## src/rtl/draw_sequencer_pkg.sv

```systemverilog
// Shared types and default geometry for the draw sequencer.
package draw_sequencer_pkg;

  localparam int unsigned DEF_X_W      = 8;
  localparam int unsigned DEF_Y_W      = 7;
  localparam int unsigned DEF_COLOUR_W = 3;
  localparam int unsigned DEF_SCREEN_W = 160;
  localparam int unsigned DEF_SCREEN_H = 120;

  typedef enum logic [1:0] {
    ST_IDLE  = 2'd0,
    ST_PAINT = 2'd1,
    ST_DONE  = 2'd2
  } state_t;

endpackage

```

## src/rtl/draw_sequencer_xy.sv

```systemverilog
// Nested column/row counter: column runs fastest, row steps when a column wraps.
module xy_counter
  import draw_sequencer_pkg::*;
#(
  parameter int unsigned X_W = DEF_X_W,
  parameter int unsigned Y_W = DEF_Y_W
) (
  input  logic           clk,
  input  logic           rst_n,
  input  logic           load,
  input  logic           en,
  input  logic [X_W-1:0] w,
  input  logic [Y_W-1:0] h,
  output logic [X_W-1:0] xc,
  output logic [Y_W-1:0] yc,
  output logic           last
);

  logic [X_W-1:0] w_q;
  logic [Y_W-1:0] h_q;
  logic [X_W:0]   xc_inc;
  logic [Y_W:0]   yc_inc;
  logic           col_last;
  logic           row_last;

  // Compare count+1 against the size so w-1 never needs a subtraction.
  assign xc_inc   = {1'b0, xc} + (X_W+1)'(1);
  assign yc_inc   = {1'b0, yc} + (Y_W+1)'(1);
  assign col_last = (xc_inc == {1'b0, w_q});
  assign row_last = (yc_inc == {1'b0, h_q});
  assign last     = col_last & row_last;

  // Size latch and raster counters.
  always_ff @(posedge clk or negedge rst_n) begin
    if (!rst_n) begin
      xc  <= '0;
      yc  <= '0;
      w_q <= '0;
      h_q <= '0;
    end else if (load) begin
      xc  <= '0;
      yc  <= '0;
      w_q <= w;
      h_q <= h;
    end else if (en) begin
      if (col_last) begin
        xc <= '0;
        yc <= yc_inc[Y_W-1:0];
      end else begin
        xc <= xc_inc[X_W-1:0];
      end
    end
  end

endmodule

```

## src/rtl/draw_sequencer.sv

```systemverilog
// Two-requester fill/rectangle sequencer emitting one clipped pixel per accepted step.
module draw_sequencer
  import draw_sequencer_pkg::*;
#(
  parameter int unsigned X_W      = DEF_X_W,
  parameter int unsigned Y_W      = DEF_Y_W,
  parameter int unsigned COLOUR_W = DEF_COLOUR_W,
  parameter int unsigned SCREEN_W = DEF_SCREEN_W,
  parameter int unsigned SCREEN_H = DEF_SCREEN_H
) (
  input  logic                clk,
  input  logic                reset,
  input  logic                clr_req,
  input  logic [COLOUR_W-1:0] clr_colour,
  input  logic                rect_req,
  input  logic [X_W-1:0]      rect_x,
  input  logic [Y_W-1:0]      rect_y,
  input  logic [X_W-1:0]      rect_w,
  input  logic [Y_W-1:0]      rect_h,
  input  logic [COLOUR_W-1:0] rect_colour,
  input  logic                plot_ready,
  output logic [1:0]          ack,
  output logic                plot,
  output logic [X_W-1:0]      x_out,
  output logic [Y_W-1:0]      y_out,
  output logic [COLOUR_W-1:0] colour_out,
  output logic                busy,
  output logic                done
);

  state_t              state, state_nxt;
  logic [X_W-1:0]      x0;
  logic [Y_W-1:0]      y0;
  logic [COLOUR_W-1:0] col_q;
  logic [X_W-1:0]      sel_x, sel_w;
  logic [Y_W-1:0]      sel_y, sel_h;
  logic [COLOUR_W-1:0] sel_col;
  logic                load, en, last;
  logic [X_W-1:0]      xc;
  logic [Y_W-1:0]      yc;
  logic [X_W:0]        sum_x;
  logic [Y_W:0]        sum_y;
  logic                clipped, painting;

  xy_counter #(.X_W(X_W), .Y_W(Y_W)) u_xy (
    .clk  (clk),
    .rst_n(reset),
    .load (load),
    .en   (en),
    .w    (sel_w),
    .h    (sel_h),
    .xc   (xc),
    .yc   (yc),
    .last (last)
  );

  // Operand select: a clear overrides the rectangle and covers the whole screen.
  always_comb begin
    sel_x   = rect_x;
    sel_y   = rect_y;
    sel_w   = rect_w;
    sel_h   = rect_h;
    sel_col = rect_colour;
    if (clr_req) begin
      sel_x   = '0;
      sel_y   = '0;
      sel_w   = X_W'(SCREEN_W);
      sel_h   = Y_W'(SCREEN_H);
      sel_col = clr_colour;
    end
  end

  // State register.
  always_ff @(posedge clk or negedge reset) begin
    if (!reset) state <= ST_IDLE;
    else        state <= state_nxt;
  end

  // Next-state, grant and counter control.
  always_comb begin
    state_nxt = state;
    ack       = '0;
    load      = 1'b0;
    en        = 1'b0;
    done      = 1'b0;
    unique case (state)
      ST_IDLE: begin
        // Grant is combinational, so it is masked while reset is held.
        if (reset && (clr_req || rect_req)) begin
          ack       = clr_req ? 2'b01 : 2'b10;
          load      = 1'b1;
          state_nxt = ((sel_w == '0) || (sel_h == '0)) ? ST_DONE : ST_PAINT;
        end
      end
      ST_PAINT: begin
        en = plot_ready;
        if (plot_ready && last) state_nxt = ST_DONE;
      end
      ST_DONE: begin
        done      = 1'b1;
        state_nxt = ST_IDLE;
      end
      default: state_nxt = ST_IDLE;
    endcase
  end

  // Origin and colour latch.
  always_ff @(posedge clk or negedge reset) begin
    if (!reset) begin
      x0    <= '0;
      y0    <= '0;
      col_q <= '0;
    end else if (load) begin
      x0    <= sel_x;
      y0    <= sel_y;
      col_q <= sel_col;
    end
  end

  assign sum_x      = {1'b0, x0} + {1'b0, xc};
  assign sum_y      = {1'b0, y0} + {1'b0, yc};
  assign clipped    = (sum_x >= (X_W+1)'(SCREEN_W)) || (sum_y >= (Y_W+1)'(SCREEN_H));
  assign painting   = (state == ST_PAINT);
  assign plot       = painting && !clipped && plot_ready;
  assign x_out      = painting ? sum_x[X_W-1:0] : '0;
  assign y_out      = painting ? sum_y[Y_W-1:0] : '0;
  assign colour_out = painting ? col_q : '0;
  assign busy       = (state != ST_IDLE);

endmodule

```

## config.mk

```make
export PLATFORM = sky130hd
export DESIGN_NAME = draw_sequencer
export DESIGN_NICKNAME = d
export VERILOG_FILES = /design/src/rtl/draw_sequencer_pkg.sv /design/src/rtl/draw_sequencer_xy.sv /design/src/rtl/draw_sequencer.sv
export SDC_FILE = /design/constraint.sdc
export NUM_CORES = 1
export LEC_CHECK = 0
export CELL_PAD_IN_SITES_DETAIL_PLACEMENT = 1
export CELL_PAD_IN_SITES_GLOBAL_PLACEMENT = 1
export CORE_MARGIN = 8
export CORE_UTILIZATION = 42
export DETAILED_ROUTE_END_ITERATION = 7
export PLACE_DENSITY_LB_ADDON = 0.15
export SYNTH_ARGS = -nofsm -noshare
export SYNTH_HDL_FRONTEND = slang
export SYNTH_SLANG_ARGS = --single-unit
```

## constraint.sdc

```tcl
create_clock -name clk -period 6.23 [get_ports clk]
set_input_delay 0.623 -clock clk [delete_from_list [all_inputs] [get_ports clk]]
set_output_delay 0.623 -clock clk [all_outputs]
set_load 0.01 [all_outputs]
```

==> flow_results.xml, run 1 <==
<?xml version="1.0" encoding="UTF-8"?>
<metrics>
  <group name="outcome">
    <metric name="outcome" unit="">completed</metric>
  </group>
  <group name="setup_path">
    <metric name="path_class" unit="">flop to primary output</metric>
    <metric name="setup.worst_path.end_class" unit="">primary output</metric>
    <metric name="worst_r2r_path_depth" unit="">7</metric>
    <metric name="critical_path_required" unit="ps">5610</metric>
    <metric name="crit_path_start_kind" unit="">flop</metric>
    <metric name="worst_ep_arrival_time" unit="ps">3290</metric>
    <metric name="worstPathMaxFanout" unit="">6</metric>
  </group>
  <group name="timing">
    <metric name="rsz_0062_raised_after_global_routing" unit="">false</metric>
    <metric name="slew_viol_final" unit="">0</metric>
    <metric name="setup_violations" unit="">0</metric>
    <metric name="finClkSkew" unit="ps">3.316</metric>
    <metric name="achievable-frequency" unit="MHz">255.4</metric>
    <metric name="fin_ws" unit="ps">2315</metric>
    <metric name="hold_viol_final" unit="">0</metric>
    <metric name="fin_crit" unit="ps">3915</metric>
    <metric name="relSlewSlack" unit="">0.5898</metric>
    <metric name="worst_pin_slew" unit="ps">614.0</metric>
    <metric name="fin_hold_ws" unit="ps">246.7</metric>
    <metric name="finalCritPeriodShare" unit="">0.6285</metric>
    <metric name="final.setup.tns" unit="ps">0</metric>
  </group>
  <group name="synthesis">
    <metric name="syn_nets" unit="">462</metric>
    <metric name="synth_top_flop_cell" unit="">dfrtp_1</metric>
    <metric name="synth_enable_flop_cells" unit="">0</metric>
    <metric name="asyncSetResetFlopFracSynth" unit="">1.000</metric>
    <metric name="count_of_mapped_cells_out_of_synthesis" unit="">402</metric>
    <metric name="synth_cell_type_count" unit="">49</metric>
    <metric name="netlist_area" unit="um^2">3422</metric>
    <metric name="ys_seq_area_frac" unit="">0.3656</metric>
    <metric name="yosysWarnings" unit="">0</metric>
    <metric name="syn_area_per_cell" unit="um^2">8.513</metric>
    <metric name="synth-seq-cells" unit="">50</metric>
  </group>
  <group name="cells_and_area">
    <metric name="mostFrequentLayoutCell" unit="">nand2_1</metric>
    <metric name="mostFrequentLayoutCells" unit="">nand2_1 (73), clkdlybuf4s50_1 (62), dfrtp_1 (50)</metric>
    <metric name="n_antenna_cell" unit="">0</metric>
    <metric name="final_nets" unit="">519</metric>
    <metric name="drive_gt1_frac" unit="">0.04565</metric>
    <metric name="finalCoreUtilization" unit="">0.5279</metric>
    <metric name="final_design_area_no_fill" unit="um^2">4250</metric>
    <metric name="stdcell_count" unit="">565</metric>
    <metric name="flow.area_growth_from_synthesis" unit="%">24.20</metric>
  </group>
  <group name="clocking">
    <metric name="cts-buffers-inserted" unit="">5</metric>
    <metric name="hold_buf_count_cts" unit="">0</metric>
    <metric name="path_clk_slew" unit="ps">90</metric>
    <metric name="cts_sinks" unit="">50</metric>
    <metric name="ctsRootBufferMaster" unit="">clkbuf_8</metric>
    <metric name="cts-root-to-sink-buffers" unit="">2</metric>
    <metric name="h_tree_depth" unit="">2</metric>
    <metric name="tritoncts" unit="">done</metric>
    <metric name="ctsResizeCount" unit="">0</metric>
    <metric name="postCtsSetupRepairBufs" unit="">0</metric>
    <metric name="clk_latency" unit="ps">310</metric>
  </group>
  <group name="die">
    <metric name="number_of_top_level_pins" unit="">64</metric>
    <metric name="core_area" unit="um^2">8051</metric>
    <metric name="start_util" unit="">0.4250</metric>
    <metric name="placementRows" unit="">33</metric>
    <metric name="floorplan.die.height" unit="um">106.3</metric>
    <metric name="dieWidth" unit="um">106.3</metric>
    <metric name="die-area" unit="um^2">11290</metric>
  </group>
  <group name="hold_path">
    <metric name="timing.hold.worst.class" unit="">input port to async pin</metric>
  </group>
  <group name="placement">
    <metric name="place_hpwl" unit="mm">7.223</metric>
    <metric name="place_area" unit="um^2">4141</metric>
    <metric name="port_buffers" unit="">63</metric>
    <metric name="preCtsSetupSlack" unit="ps">2673</metric>
    <metric name="placed_cells" unit="">557</metric>
    <metric name="weighted_congestion_reported_at_the_end_of_routability_driven_placement" unit="">0.8109</metric>
  </group>
  <group name="routing">
    <metric name="ant_nets" unit="">0</metric>
    <metric name="detailedRoute.firstPassIterationCount" unit="">4</metric>
    <metric name="detail_route.wirelength" unit="mm">9.339</metric>
    <metric name="num_vias" unit="">3133</metric>
    <metric name="drt-wirelength-per-cell" unit="um">16.53</metric>
    <metric name="drc_errors" unit="">0</metric>
    <metric name="iteration_0_drc_markers" unit="">105</metric>
    <metric name="routed_via_density" unit="">5.545</metric>
  </group>
  <group name="power">
    <metric name="static-leakage-power" unit="nW">1.905</metric>
    <metric name="post-layout-total-power" unit="mW">1.742</metric>
    <metric name="power_density" unit="nW/um^2">409.7</metric>
    <metric name="irDropWorstVdd" unit="V">0.0001550</metric>
  </group>
  <group name="global_routing">
    <metric name="track_usage" unit="">0.1720</metric>
    <metric name="grt_pass1_vias" unit="">3362</metric>
    <metric name="wire_length_of_the_first_global_routing_pass" unit="mm">16.15</metric>
    <metric name="grt_start_max_net_pins" unit="">43</metric>
    <metric name="antenna_found_initial" unit="">0</metric>
    <metric name="overflow" unit="">0</metric>
  </group>
  <group name="flow_run">
    <metric name="drv_cap" unit="">0</metric>
  </group>
</metrics>
-- synthesized netlist by cell type, drive strengths merged, types with 8 or more instances --
library cell,n,area share
o21ai,24,0.036
ha,17,0.062
dfrtp,50,0.37
nand2,73,0.080
clkbuf,16,0.018
a21oi,13,0.019
nor3,15,0.022
inv,9,0.0099
xor2,16,0.041
and2,8,0.015
xnor2,12,0.033
nor2,27,0.030
nand3,12,0.019
nand3b,26,0.057
-- kinds of logic after synthesis --
group	after synthesis	synth area share
AOI/OAI and AO/OA	77	0.1488
xor gates and xnor gates	28	0.07386
adders and majority gates	19	0.07386
buffers and inverters	26	0.02962
DFF	50	0.3656
muxes	6	0.01828
and+or+nand+nor	196	0.2899
-- layout make-up --
class	count	area, um^2
fillers	960	3801
multi-input cells	326	2069
flip-flops and latches	50	1251
well taps	105	131.4
repair buffers	67	655.6
clock buffers	5	68.82
clock inverters	3	40.04
inverters	9	33.78
-- path summary, 6_finish.rpt --
kind | slack, ps | end | startpoint
min in group clk | 480 | col_q[0] | col_q[0]
worst max-delay path | 2310 | plot | u_xy.xc[0]
worst max register to register | 3290 | u_xy.yc[4] | u_xy.xc[0]
worst min-delay path | 250 | col_q[2] | reset
max in group asynchronous | 5200 | u_xy.yc[6] | reset
worst min register to register | 480 | col_q[0] | col_q[0]
-- flip-flops by register name (all words and copies together) (netlist names) --
| signal | cells |
|---|---|
| x0 | 8 |
| col_q | 3 |
| y0 | 7 |
| u_xy.yc | 7 |
| u_xy.xc | 8 |
| u_xy.w_q | 8 |
| state | 2 |
| u_xy.h_q | 7 |
-- layer usage --
| metal | track usage | vias to the layer above | share of wire | routed length (um) |
|---|---|---|---|---|
| met5 | 0 | - | 0 | 0 |
| met4 | 0.04824 | 0 | 0.015 | 142 |
| met3 | 0.04114 | 10 | 0.044 | 414 |
| met2 | 0.2869 | 60 | 0.47 | 4383 |
| met1 | 0.2166 | 1527 | 0.47 | 4398 |
| li1 | - | 1536 | - | - |
-- worst max-delay path, stage by stage (launching register included) --
cell and delay, ps:
dfrtp_1 480, ha_1 250, fa_1 430, a211oi_1 370, o21ai_0 150, mux2_2 280
nor3_1 160, o21bai_1 90, a211oi_1 200, clkdlybuf4s50_1 570
-- power by group --
group / internal (mW) / total, mW / leakage [nW] / switching, mW
Clock: 0.118 / 0.227 / 0.0579 / 0.109
Sequential: 0.445 / 0.569 / 0.655 / 0.124
Combinational: 0.456 / 0.945 / 1.19 / 0.489
Total: 1.02 / 1.74 / 1.90 / 0.722
No activity file was read; power rests on OpenSTA's default activity.
==> run 2, diff against run 1 <==
Settings changed: CORE_UTILIZATION 42 to 39.
Clock period 6.23 ns to 3.7 ns, I/O delays scaled along.
==> run 2 against run 1 <==
  * Power increased by 71%
  * Worst hold slack improved by 140 ps
  * Combinational power increased by 71%
  * Critical path type unchanged
  * Largest power group unchanged
  * Clock power increased by 76%
==> flow_results.xml, run 2 (synthesized netlist as in run 1, its figures left out) <==
<?xml version="1.0" encoding="UTF-8"?>
<metrics>
  <group name="outcome">
    <metric name="outcome" unit="">completed</metric>
  </group>
  <group name="power">
    <metric name="static-leakage-power" unit="nW">1.924</metric>
    <metric name="irDropWorstVdd" unit="V">0.0002128</metric>
    <metric name="post-layout-total-power" unit="mW">2.985</metric>
    <metric name="power_density" unit="nW/um^2">695.5</metric>
  </group>
  <group name="cells_and_area">
    <metric name="final_nets" unit="">522</metric>
    <metric name="final_design_area_no_fill" unit="um^2">4292</metric>
    <metric name="flow.area_growth_from_synthesis" unit="%">25.41</metric>
    <metric name="top_regs" unit="">u_xy.w_q (8), u_xy.xc (8), x0 (8)</metric>
    <metric name="fill_cells" unit="">1039</metric>
    <metric name="n_antenna_cell" unit="">0</metric>
    <metric name="drive_gt1_frac" unit="">0.05184</metric>
    <metric name="mostFrequentLayoutCells" unit="">nand2_1 (73), clkdlybuf4s50_1 (61), dfrtp_1 (50)</metric>
    <metric name="mostFrequentLayoutCell" unit="">nand2_1</metric>
  </group>
  <group name="die">
    <metric name="start_util" unit="">0.3963</metric>
    <metric name="core_area" unit="um^2">8636</metric>
    <metric name="placementRows" unit="">34</metric>
    <metric name="floorplan.die.height" unit="um">109.7</metric>
    <metric name="dieWidth" unit="um">109.7</metric>
    <metric name="die-area" unit="um^2">12030</metric>
    <metric name="number_of_top_level_pins" unit="">64</metric>
  </group>
  <group name="routing">
    <metric name="detailedRoute.firstPassIterationCount" unit="">4</metric>
    <metric name="iteration_0_drc_markers" unit="">165</metric>
    <metric name="num_vias" unit="">3129</metric>
    <metric name="ant_nets" unit="">0</metric>
    <metric name="routed_via_density" unit="">5.480</metric>
    <metric name="drc_errors" unit="">0</metric>
    <metric name="detail_route.wirelength" unit="mm">9.827</metric>
    <metric name="drt-wirelength-per-cell" unit="um">17.21</metric>
  </group>
  <group name="timing">
    <metric name="finalCritPeriodShare" unit="">0.8783</metric>
    <metric name="finClkSkew" unit="ps">8.312</metric>
    <metric name="slew_viol_final" unit="">0</metric>
    <metric name="rsz_0062_raised_after_global_routing" unit="">false</metric>
    <metric name="setup_violations" unit="">0</metric>
    <metric name="fin_hold_ws" unit="ps">388.2</metric>
    <metric name="achievable-frequency" unit="MHz">307.7</metric>
    <metric name="relSlewSlack" unit="">0.5686</metric>
    <metric name="final.setup.tns" unit="ps">0</metric>
    <metric name="worst_pin_slew" unit="ps">645.1</metric>
    <metric name="fin_crit" unit="ps">3250</metric>
    <metric name="hold_viol_final" unit="">0</metric>
    <metric name="fin_ws" unit="ps">450.4</metric>
  </group>
  <group name="clocking">
    <metric name="ctsRootBufferMaster" unit="">clkbuf_8</metric>
    <metric name="tritoncts" unit="">done</metric>
    <metric name="path_clk_slew" unit="ps">100</metric>
    <metric name="clk_latency" unit="ps">310</metric>
    <metric name="h_tree_depth" unit="">2</metric>
    <metric name="cts-buffers-inserted" unit="">5</metric>
    <metric name="postCtsSetupRepairBufs" unit="">0</metric>
    <metric name="cts_sinks" unit="">50</metric>
    <metric name="cts-root-to-sink-buffers" unit="">2</metric>
  </group>
  <group name="setup_path">
    <metric name="critical_path_required" unit="ps">3330</metric>
    <metric name="reg2reg_from" unit="">u_xy.xc[0]</metric>
    <metric name="crit_path_start_kind" unit="">flop</metric>
    <metric name="worst_ep_arrival_time" unit="ps">2880</metric>
    <metric name="setup.worst_path.end_class" unit="">primary output</metric>
    <metric name="worstPathMaxFanout" unit="">6</metric>
    <metric name="path_class" unit="">flop to primary output</metric>
    <metric name="startpoint_of_the_worst_setup_timing_path" unit="">u_xy.xc[0]</metric>
  </group>
  <group name="placement">
    <metric name="weighted_congestion_reported_at_the_end_of_routability_driven_placement" unit="">0.8001</metric>
    <metric name="port_buffers" unit="">63</metric>
    <metric name="place_hpwl" unit="mm">7.563</metric>
    <metric name="preCtsSetupSlack" unit="ps">322.7</metric>
    <metric name="place_area" unit="um^2">4160</metric>
  </group>
  <group name="global_routing">
    <metric name="antenna_found_initial" unit="">0</metric>
    <metric name="wire_length_of_the_first_global_routing_pass" unit="mm">16.77</metric>
    <metric name="grt_start_max_net_pins" unit="">50</metric>
    <metric name="grt_pass1_vias" unit="">3404</metric>
    <metric name="track_usage" unit="">0.1747</metric>
    <metric name="overflow" unit="">0</metric>
  </group>
  <group name="hold_path">
    <metric name="timing.hold.worst.class" unit="">input port to async pin</metric>
  </group>
  <group name="flow_run">
    <metric name="drv_cap" unit="">0</metric>
  </group>
</metrics>
-- run 2: area by class of cell --
cell class	instances	area, um^2	share of cell area
Clock inverter	2	37.54	0.008746
Tap cell	108	135.1	0.03149
Timing Repair Buffer	70	683.2	0.1592
Inverter	9	33.78	0.007872
Multi-Input combinational cell	326	2078	0.4843
Clock buffer	6	72.57	0.01691
Sequential cell	50	1251	0.2915
-- run 2: what timing repair did --
item | 4_1_cts | 5_1_grt
hold buffers | 1 | 0
hold endpoints to repair | 1 | 0
setup endpoints to repair | 1 | 1
pin swaps | 0 | 1
gates resized for setup | 1 | 2
-- run 2: worst paths after layout --
path,cells after the start,slack (ps),to
min in group clk,2,480,y0[6]
max in group asynchronous,3,2480,y0[5]
worst max register to register,7,800,u_xy.yc[4]
worst min-delay path,2,390,col_q[1]
worst min register to register,2,480,y0[6]
worst max-delay path,8,450,x_out[6]
-- run 2: metal layers --
metal / global-route usage / vias up / share of wire
met1: 0.2300 / 1495 / 0.48
met2: 0.2842 / 72 / 0.46
met3: 0.03751 / 9 / 0.054
li1: - / 1553 / -
met5: 0 / - / 0
met4: 0.04532 / 0 / 0.0096
-- run 2: worst max-delay path, stage by stage (launching register included) --
cell and delay (ps):
dfrtp_1 470, ha_1 250, fa_1 450, a211oi_2 300
o21bai_1 130, a21oi_2 190, xor2_1 100, nor2_1 120
clkdlybuf4s50_1 560
-- run 2: report_power, final --
part | leakage, nW | internal (mW) | switching (mW) | total, mW
Sequential | 0.655 | 0.749 | 0.218 | 0.966
Clock | 0.0514 | 0.202 | 0.197 | 0.400
Combinational | 1.22 | 0.778 | 0.842 | 1.62
-- run 2: per-stage QoR --
stage / std cells / utilization
2_1_floorplan: 402 / -
3_3_place_gp: 562 / 0.4817
3_5_place_dp: 562 / 0.4817
4_1_cts: 571 / 0.4962
5_1_grt: 571 / 0.4970
6_report: 571 / 0.4970
